--- src/rtl/uart_word_rx.sv ---
// uart_word_rx: 8N1 receiver pairing bytes into 16-bit words, high byte first.
// Optional RX_WORD_TIMEOUT_EN drops a stale half word after TIMEOUT_TICKS ticks.
module uart_word_rx #(
  parameter int DBIT          = 8,
  parameter int SB_TICK       = 16,
  parameter int TIMEOUT_TICKS = 4096
) (
  input  logic        clk,
  input  logic        rst,
  input  logic        baud_tick,
  input  logic        rx,
  output logic [15:0] word_out,
  output logic        word_valid,
  output logic        frame_err,
  output logic        timeout,
  output logic        busy
);

  typedef enum logic [1:0] {
    IDLE,
    START,
    DATA,
    STOP
  } state_t;

  state_t     state;
  logic [1:0] sync;
  logic       rxs;
  logic [3:0] s;
  logic [2:0] n;
  logic [7:0] b;
  logic [7:0] hi;
  logic       half;

  assign rxs = sync[1];

`ifdef RX_WORD_TIMEOUT_EN
  logic [15:0] tcnt;
  logic        to_q;
  assign timeout = to_q;
`else
  assign timeout = 1'b0;
`endif

  // Two-flop synchroniser for the asynchronous serial line.
  always_ff @(posedge clk) begin
    if (!rst) sync <= 2'b11;
    else      sync <= {sync[0], rx};
  end

  // Frame FSM, word assembler and half-word timeout.
  always_ff @(posedge clk) begin
    if (!rst) begin
      state      <= IDLE;
      s          <= '0;
      n          <= '0;
      b          <= '0;
      hi         <= '0;
      half       <= 1'b0;
      word_out   <= '0;
      word_valid <= 1'b0;
      frame_err  <= 1'b0;
      busy       <= 1'b0;
`ifdef RX_WORD_TIMEOUT_EN
      tcnt       <= '0;
      to_q       <= 1'b0;
`endif
    end else begin
      word_valid <= 1'b0;
      frame_err  <= 1'b0;
`ifdef RX_WORD_TIMEOUT_EN
      to_q       <= 1'b0;
`endif
      if (baud_tick) begin
        unique case (state)
          IDLE: begin
            if (!rxs) begin
              state <= START;
              s     <= '0;
              busy  <= 1'b1;
            end
`ifdef RX_WORD_TIMEOUT_EN
            if (half) begin
              if (tcnt == 16'(TIMEOUT_TICKS - 1)) begin
                half <= 1'b0;
                to_q <= 1'b1;
                tcnt <= '0;
              end else begin
                tcnt <= tcnt + 16'd1;
              end
            end
`endif
          end
          START: begin
            if (s == 4'd7) begin
              if (!rxs) begin
                state <= DATA;
                s     <= '0;
                n     <= '0;
`ifdef RX_WORD_TIMEOUT_EN
                tcnt  <= '0;
`endif
              end else begin
                state <= IDLE;
                busy  <= 1'b0;
              end
            end else begin
              s <= s + 4'd1;
            end
          end
          DATA: begin
            if (s == 4'd15) begin
              b <= {rxs, b[7:1]};
              s <= '0;
              if (n == 3'(DBIT - 1)) state <= STOP;
              else                   n     <= n + 3'd1;
            end else begin
              s <= s + 4'd1;
            end
          end
          STOP: begin
            if (s == 4'(SB_TICK - 1)) begin
              state <= IDLE;
              busy  <= 1'b0;
              s     <= '0;
              if (rxs) begin
                if (half) begin
                  word_out   <= {hi, b};
                  word_valid <= 1'b1;
                  half       <= 1'b0;
`ifdef RX_WORD_TIMEOUT_EN
                  tcnt       <= '0;
`endif
                end else begin
                  hi   <= b;
                  half <= 1'b1;
                end
              end else begin
                frame_err <= 1'b1;
                half      <= 1'b0;
`ifdef RX_WORD_TIMEOUT_EN
                tcnt      <= '0;
`endif
              end
            end else begin
              s <= s + 4'd1;
            end
          end
          default: state <= IDLE;
        endcase
      end
    end
  end

endmodule
--- config.mk ---
export PLATFORM = sky130hd
export DESIGN_NAME = uart_word_rx
export DESIGN_NICKNAME = d
export VERILOG_FILES = /design/src/rtl/uart_word_rx.sv
export SDC_FILE = /design/constraint.sdc
export NUM_CORES = 1
export LEC_CHECK = 0
export BUFFER_PORTS_ARGS = -buffer_cell sky130_fd_sc_hd__buf_2
export CAP_MARGIN = 20
export CORE_MARGIN = 2
export CORE_UTILIZATION = 51
export DETAILED_ROUTE_END_ITERATION = 10
export GPL_ROUTABILITY_DRIVEN = 0
export HOLD_SLACK_MARGIN = 0.12
export PLACE_DENSITY = 0.74
export SLEW_MARGIN = 15
export SYNTH_ARGS = -nofsm -noshare
export SYNTH_HDL_FRONTEND = slang
export SYNTH_SLANG_ARGS = --single-unit
--- constraint.sdc ---
create_clock -name clk -period 1.4 [get_ports clk]
set_input_delay 0.14 -clock clk [delete_from_list [all_inputs] [get_ports clk]]
set_output_delay 0.14 -clock clk [all_outputs]
set_load 0.005 [all_outputs]
## Word level (Yosys, flattened, before mapping)

Cells that the tools add are included.
Widths: inputs -> output; s select.

- Word-level logic and storage cells: 66
- Input bits: 4
- Flip-flop bits (word level): 47
- Output and inout port bits: 20

- Muxes and demuxes: 25
- Add/subtract/negate cells: 2
- Bitwise logic cells: 1
- Reductions and logical operators: 13
- Eq/ne operators: 14

Operator list:

| operator | count |
|---|---|
| $reduce_and 6->1 | 3 |
| $ne 2x2->1 const B | 8 |
| $reduce_and 5->1 | 3 |
| $mux 2 | 6 |
| $mux 3 | 4 |
| $mux 4 | 3 |
| $pmux 4 s3 | 1 |
| $mux 1 | 8 |
| $pmux 2 s4 | 1 |
| $pmux 3 s2 | 1 |
| $reduce_and 3->1 | 2 |
| $add 4x1->4 const B | 1 |
| $eq 2x2->1 const B | 2 |
| $eq 4x3->1 const B | 1 |
| $eq 4x4->1 const B | 1 |
| $reduce_and 4->1 | 1 |
| $add 3x1->3 const B | 1 |
| $eq 3x3->1 const B | 1 |
| $pmux 1 s3 | 1 |
| $reduce_bool 3->1 | 1 |
| $eq 2x1->1 const B | 1 |
| $logic_not 2->1 | 1 |
| $reduce_bool 2->1 | 1 |
| $reduce_or 2->1 | 1 |
| $not 1->1 | 1 |

## Depth between registers and ports, before layout

Gate-level depths: netlist (run 1).

- Depth in word-level cells: 4
- Gate-level depth with buffers: 7
- Gate-level depth less buffers: 6

## Worst setup path before layout (run 1)

OpenSTA, ideal clock, no wires.

- Path kind: register to register
- Start point: register s[0]
- End point: register word_out[10]
- Required time: 1.277 ns
- Data arrival time: 1.403 ns
- Cell stages (with the launch flop): 6
- Slack: -0.126 ns
- Path buffers: 1
- Cell sequence: dfxtp_1 ha_1 nand3_2 nor4_4 clkbuf_2 o21ai_0

- Cells in the longest elaborated chain, start to end: 2

RTL lines:

| element | RTL line | text |
|---|---|---|
| start, declared | 29 | `logic [3:0] s;` |
| start signal, assigned | 108 | `s <= s + 4'd1;` |
| start signal, assigned | 118 | `s <= s + 4'd1;` |
| start signal, assigned | 146 | `s <= s + 4'd1;` |
| $eq 4x4->1 | 122 | `if (s == 4'(SB_TICK - 1)) begin` |
| $reduce_and 5->1 (no source line) | -- |  |
| end signal, assigned | 128 | `word_out <= {hi, b};` |
| end, declared | 12 | `output logic [15:0] word_out,` |

No other way between the ends.
A chain may end at the register's enable or synchronous reset.

## Worst setup path in the final report (run 1)

- Start point: register s[1]
- End point: register word_out[6]

Same word-level chain as after synthesis.

==> results of run 1 <==
-- synth_stat cells (all sizes together) (2+ instances only) --
cell | instances | area, µm²
dfxtp | 47 | 940.9
nand2 | 40 | 150.1
o21ai | 40 | 203.9
nand3 | 37 | 190.2
buf | 11 | 81.32
clkbuf | 7 | 27.52
inv | 6 | 22.52
nor2 | 6 | 22.52
a21oi | 4 | 20.02
ha | 3 | 37.54
nor4 | 3 | 48.80
nand2b | 2 | 12.51
nor3 | 2 | 10.01
o32ai | 2 | 17.52
xor2 | 2 | 17.52
-- final timing paths --
path	end	slack (ns)	depth (start not counted)	startpoint
worst max-delay path	word_out[6]$_SDFFE_PN0P_	-0.06	6	s[1]$_SDFFE_PN0P_
worst min register to register	sync[1]$_SDFF_PN1_	0.44	1	sync[0]$_SDFF_PN1_
worst min-delay path	s[2]$_SDFFE_PN0P_	0.21	3	baud_tick
worst max register to register	word_out[6]$_SDFFE_PN0P_	-0.06	6	s[1]$_SDFFE_PN0P_
-- critical path, delay by kind of cell, from the launching register on --
family	cells	cell delay [ns]
AOI/OAI and AO/OA	1	0.10
adders and majority gates	1	0.17
buffers and inverters	1	0.20
DFF	1	0.36
and+or+nand+nor	3	0.57
-- logic make-up (layout without fill, tap and decap cells) --
group	after synthesis	after routing	share of synthesized area [%]
AOI/OAI and AO/OA	53	53	15.28
xor gates and xnor gates	2	2	0.8988
adders and majority gates	3	3	1.926
buffers and inverters	24	61	6.739
DFF	47	47	48.27
muxes	1	1	0.5135
other	1	1	0.1924
and+or+nand+nor	99	99	26.19
-- registers in the layout, summed over array words and instances, names as in the netlist, named ones only --
name / flops
word_out: 16
b: 8
hi: 8
s: 4
n: 3
sync: 2
busy: 1
frame_err: 1
half: 1
state: 1
word_valid: 1
-- metrics by stage --
stage          setup TNS (ns)  total power (W)  cells
2_1_floorplan         -0.4426         0.001498    230
3_3_place_gp         -0.08615         0.001545    302
3_5_place_dp          -0.5312         0.001546    302
4_1_cts               -0.4877         0.002555    313
5_1_grt                -2.543         0.002635    315
6_report              -0.8248         0.002544    315
-- routing by layer --
| layer | share of wire, % | global-route usage [%] | wire length (µm) | vias up |
|---|---|---|---|---|
| met3 | 4.3 | 3.237 | 180 | 10 |
| met4 | 2.1 | 10.94 | 89 | 0 |
| li1 | - | - | - | 873 |
| met5 | 0 | 0 | 0 | - |
| met2 | 47 | 33.21 | 1979 | 42 |
| met1 | 47 | 29.14 | 1973 | 761 |
-- power by group through the flow --
stage | clock, W | combinational [W] | sequential [W]
floorplan | 0 | 0.000101 | 0.00140
global placement | 0 | 0.000145 | 0.00140
detailed placement | 0 | 0.000146 | 0.00140
CTS | 0.00103 | 0.000155 | 0.00137
global route | 0.00109 | 0.000178 | 0.00137
finish | 0.00102 | 0.000159 | 0.00137
-- area by class of cell --
class	count	area, µm²	share of cell area [%]
tap	48	60.06	2.394
sequential	47	948.4	37.81
clock inverter	3	47.55	1.895
multi-input combinational	159	1002	39.95
clock buffer	5	68.82	2.743
inverter	6	22.52	0.8978
timing repair buffer	47	359.1	14.31
-- repair_timing --
action | CTS | global route
hold buffers | 1 | 0
resized for setup | 16 | 9
pin swaps | 4 | 5
hold endpoints to repair | 1 | 0
buffers inserted | 2 | 1
gates cloned | 0 | 1
endpoints found under the setup margin | 19 | 34
==> reports/metrics.yaml, run 1 <==
status: "finished with violations"
violations: "setup timing"
path_clk_slew_ns: 0.09
syn_area_um2: 1949
crit_chain: "ha_4 -> nand3_4 -> nor4_4 -> buf_12 -> nand3_1 -> o21ai_1"
worstPathArrival_ns: 1.70
period_minus_slack_ns: 1.460
cts_tree: "built"
layout_setup_ws_ns: -0.05959
fin_area_um2: 2509
cts.sinks: 47
dp_hpwl_um: 2508
fillers: 289
rows: 22
place_ws_ns: -0.1207
drv_cap: 0
grt_max_degree: 47
yosys_warnings: 0
io_buffers: 22
worstSkewPairLatency_ns: 0.30
clkPwrFrac_pct: 40.0
diodes: 0
cts_max_path_buffers: 2
syn-num-nets: 237
drt-total-wl_um: 4222
critical_path.max_stage_delay_ns: 0.38
async_reset_ff_share_pct: 0
rsz0062_at_grt: "yes"
yosysSeqAreaShare_pct: 48.27
fin_nets: 273
crit_fanout: 17
slew_viol_final: 0
end_kind: "register"
track_usage_pct: 21.50
hp-class: "in -> reg"
path_class: "reg -> reg"
synth_edf_count: 0
finalSetupViolCount: 20
dieArea_um2: 4333
layout_commonest_cell: "dfxtp_1"
netlist_instances: 230
grt_pass1_vias: 1539
skew_ns: 0.004673
wl_per_cell_um: 13.40
grt-ovfl-total: 0
ys_types: 40
ios: 24
grt_pass1_wl_um: 7176
p_sw_share_pct: 23.16
core_um2: 3661
drtAntennaViolNets: 0
final_cell_mix: "dfxtp_1, nand2_1, nand3_1, buf_2, o21ai_1"
die_h_um: 65.83
first_iter_violations: 82
period_share_pct: 104.3
drc: 0
area_growth_pct: 28.69
synth_flop_cell: "dfxtp_1"
peakVddDrop_mv: 0.9003
slowest_stage: "nor4_4"
dieWidth_um: 65.83
htree_levels: 2
postPlaceCellArea_um2: 2241
syn_avg_cell_area_um2: 8.476
p_comb_share_pct: 6.3
via_count: 1686
synth-seq-cells: 47
initial_core_util_pct: 53.25
fmax_mhz: 685.1
avgViaCountPerCell: 5.352
drive_gt1_share_pct: 30.71
share_seq_of_total_power_pct: 53.8
cts-root-buf: "clkbuf_8"
startpoint_type: "register"
dr.pass1.iters: 5
grt_antenna_before_repair: 0
timing.hold.ws_ns: 0.2120
finalHoldViolations: 0
power_density_nw_per_um2: 1014
p_int_w: 0.001955
leakagePower_nw: 0.9467
power.switching_w: 0.0005892
final_core_util_pct: 68.52
cts_buffers: 5
critical_path_required_ns: 1.64
Power figures use the tool's default switching activity.
==> run 2: changes to the inputs <==
==> constraint.sdc (replaced) <==
create_clock -name clk -period 1.4 [get_ports clk]
set_input_delay 0.28 -clock clk [delete_from_list [all_inputs] [get_ports clk]]
set_output_delay 0.28 -clock clk [all_outputs]
set_load 0.005 [all_outputs]
==> reports/metrics.yaml, run 2 (synthesis results as in run 1) <==
path_class: "reg -> reg"
worst-path-buf-inv: 2
regMostFlops: "word_out"
core_um2: 3661
wl_per_cell_um: 14.66
critical_path_required_ns: 1.61
final_core_util_pct: 71.70
drive_gt1_share_pct: 37.23
diodes: 0
cts_buffers: 5
wl_met2_um: 2331
timing.hold.ws_ns: 0.1526
status: "finished with violations"
leakagePower_nw: 0.9850
worstPathArrival_ns: 1.64
cts_max_path_buffers: 2
period_minus_slack_ns: 1.431
worstSkewPairLatency_ns: 0.30
p_int_w: 0.001828
first_iter_violations: 112
dr.pass1.iters: 5
slew_viol_final: 0
final_cell_mix: "dfxtp_1, nand2_1, buf_4, nand3_1, buf_2"
grt_antenna_before_repair: 0
violations: "setup timing"
dp_hpwl_um: 2697
min_to: "sync[0]$_SDFF_PN1_"
path_delay_family: "compound AO/OA/AOI/OAI gates"
power.switching_w: 0.0005941
peakVddDrop_mv: 0.7583
layout_setup_ws_ns: -0.03119
critical_path.max_stage_delay_ns: 0.36
drv_cap: 0
wl_met1_um: 2065
rrSetupSlack_ns: -0.03
wl_met3_um: 237
drtAntennaViolNets: 0
grt_max_degree: 49
fin_nets: 280
highest_layer: "met4"
die_h_um: 65.83
dieWidth_um: 65.83
fmax_mhz: 698.7
power_w: 0.002422
grt_pass1_wl_um: 7051
largest_reg_flops: 16
share_seq_of_total_power_pct: 56.6
grt-ovfl-total: 0
hold_buffers: 0
startpoint_type: "register"
skew_ns: 0.01075
cts_tree: "built"
cts.sinks: 47
top_regs: "word_out x16, b x8, hi x8"
power_density_nw_per_um2: 922.7
rsz0062_at_grt: "yes"
layout_commonest_cell: "dfxtp_1"
holdPathStages: 2
dieArea_um2: 4333
cts-root-buf: "clkbuf_8"
rows: 22
slowest_stage: "dfxtp_2"
io_buffers: 22
avgViaCountPerCell: 5.512
via_count: 1775
p_comb_share_pct: 7.2
drt-total-wl_um: 4721
grt_pass1_vias: 1558
htree_levels: 2
critPathMostFrequentCell: "buf_4"
hp-class: "in -> reg"
finalSetupViolCount: 11
track_usage_pct: 21.44
path_clk_slew_ns: 0.09
finalHoldViolations: 0
initial_core_util_pct: 53.25
drc: 0
crit_chain: "ha_4 -> nand3_4 -> buf_4 -> buf_4 -> o31a_1 -> a311oi_1"
ios: 24
fillers: 274
period_share_pct: 102.2
cp-startpoint: "s[0]$_SDFFE_PN0P_"
p_sw_share_pct: 24.53
hp-start: "rx"
end_kind: "register"
rr_startpoint: "s[0]$_SDFFE_PN0P_"
area_growth_pct: 34.66
clkPwrFrac_pct: 36.2
crit_fanout: 4
worstRegToRegCells: 6
run 2: area by class of cell:
type / instances / area [µm²] / share of cell area [%]
clock buffer: 6 / 82.58 / 3.146
clock inverter: 2 / 16.27 / 0.6196
inverter: 6 / 22.52 / 0.8580
multi-input combinational: 159 / 1059 / 40.32
sequential: 47 / 949.7 / 36.18
tap: 48 / 60.06 / 2.288
timing repair buffer: 54 / 435.4 / 16.59
run 2: worst max-delay path by stage:
| stage | end | slack, ns | depth (start not counted) |
|---|---|---|---|
| after global routing | n[1]$_SDFFE_PN0P_ | -0.11 | 6 |
| after global placement | n[0]$_SDFFE_PN0P_ | -0.04 | 5 |
| after detailed placement | n[0]$_SDFFE_PN0P_ | -0.17 | 5 |
| after CTS | word_out[6]$_SDFFE_PN0P_ | -0.05 | 7 |
| after floorplan | b[4]$_SDFFE_PN0P_ | -0.04 | 7 |
| final | register | -0.03 | 6 |
run 2: metal layers:
metal  vias to the layer above  track usage (%)
met1                       824            28.09
met4                         0            9.896
met2                        54            34.22
li1                        885                -
met5                         -                0
met3                        12            3.918
run 2: power groups by stage:
stage	clock (W)	combinational (W)	sequential (W)
after CTS	0.000883	0.000162	0.00137
after global routing	0.000933	0.000194	0.00137
after floorplan	0	0.000101	0.00140
final	0.000877	0.000175	0.00137
after detailed placement	0	0.000149	0.00140
after global placement	0	0.000149	0.00140
run 2: stage by stage:
stage | instances | setup TNS, ns | instance area [µm²] | setup WS (ns)
6_report | 322 | -0.1276 | 2625 | -0.03119
5_1_grt | 322 | -1.549 | 2625 | -0.1113
4_1_cts | 316 | -0.4347 | 2454 | -0.05169
3_5_place_dp | 305 | -0.7518 | 2251 | -0.1658
3_3_place_gp | 305 | -0.07614 | 2251 | -0.03789
2_1_floorplan | 230 | -0.4426 | 2001 | -0.03957
run 2: timing repair:
item	in CTS	in global routing
gates resized for setup	11	29
cloned	1	3
pin swaps	5	8
setup buffers	2	3
setup endpoints to repair	20	38
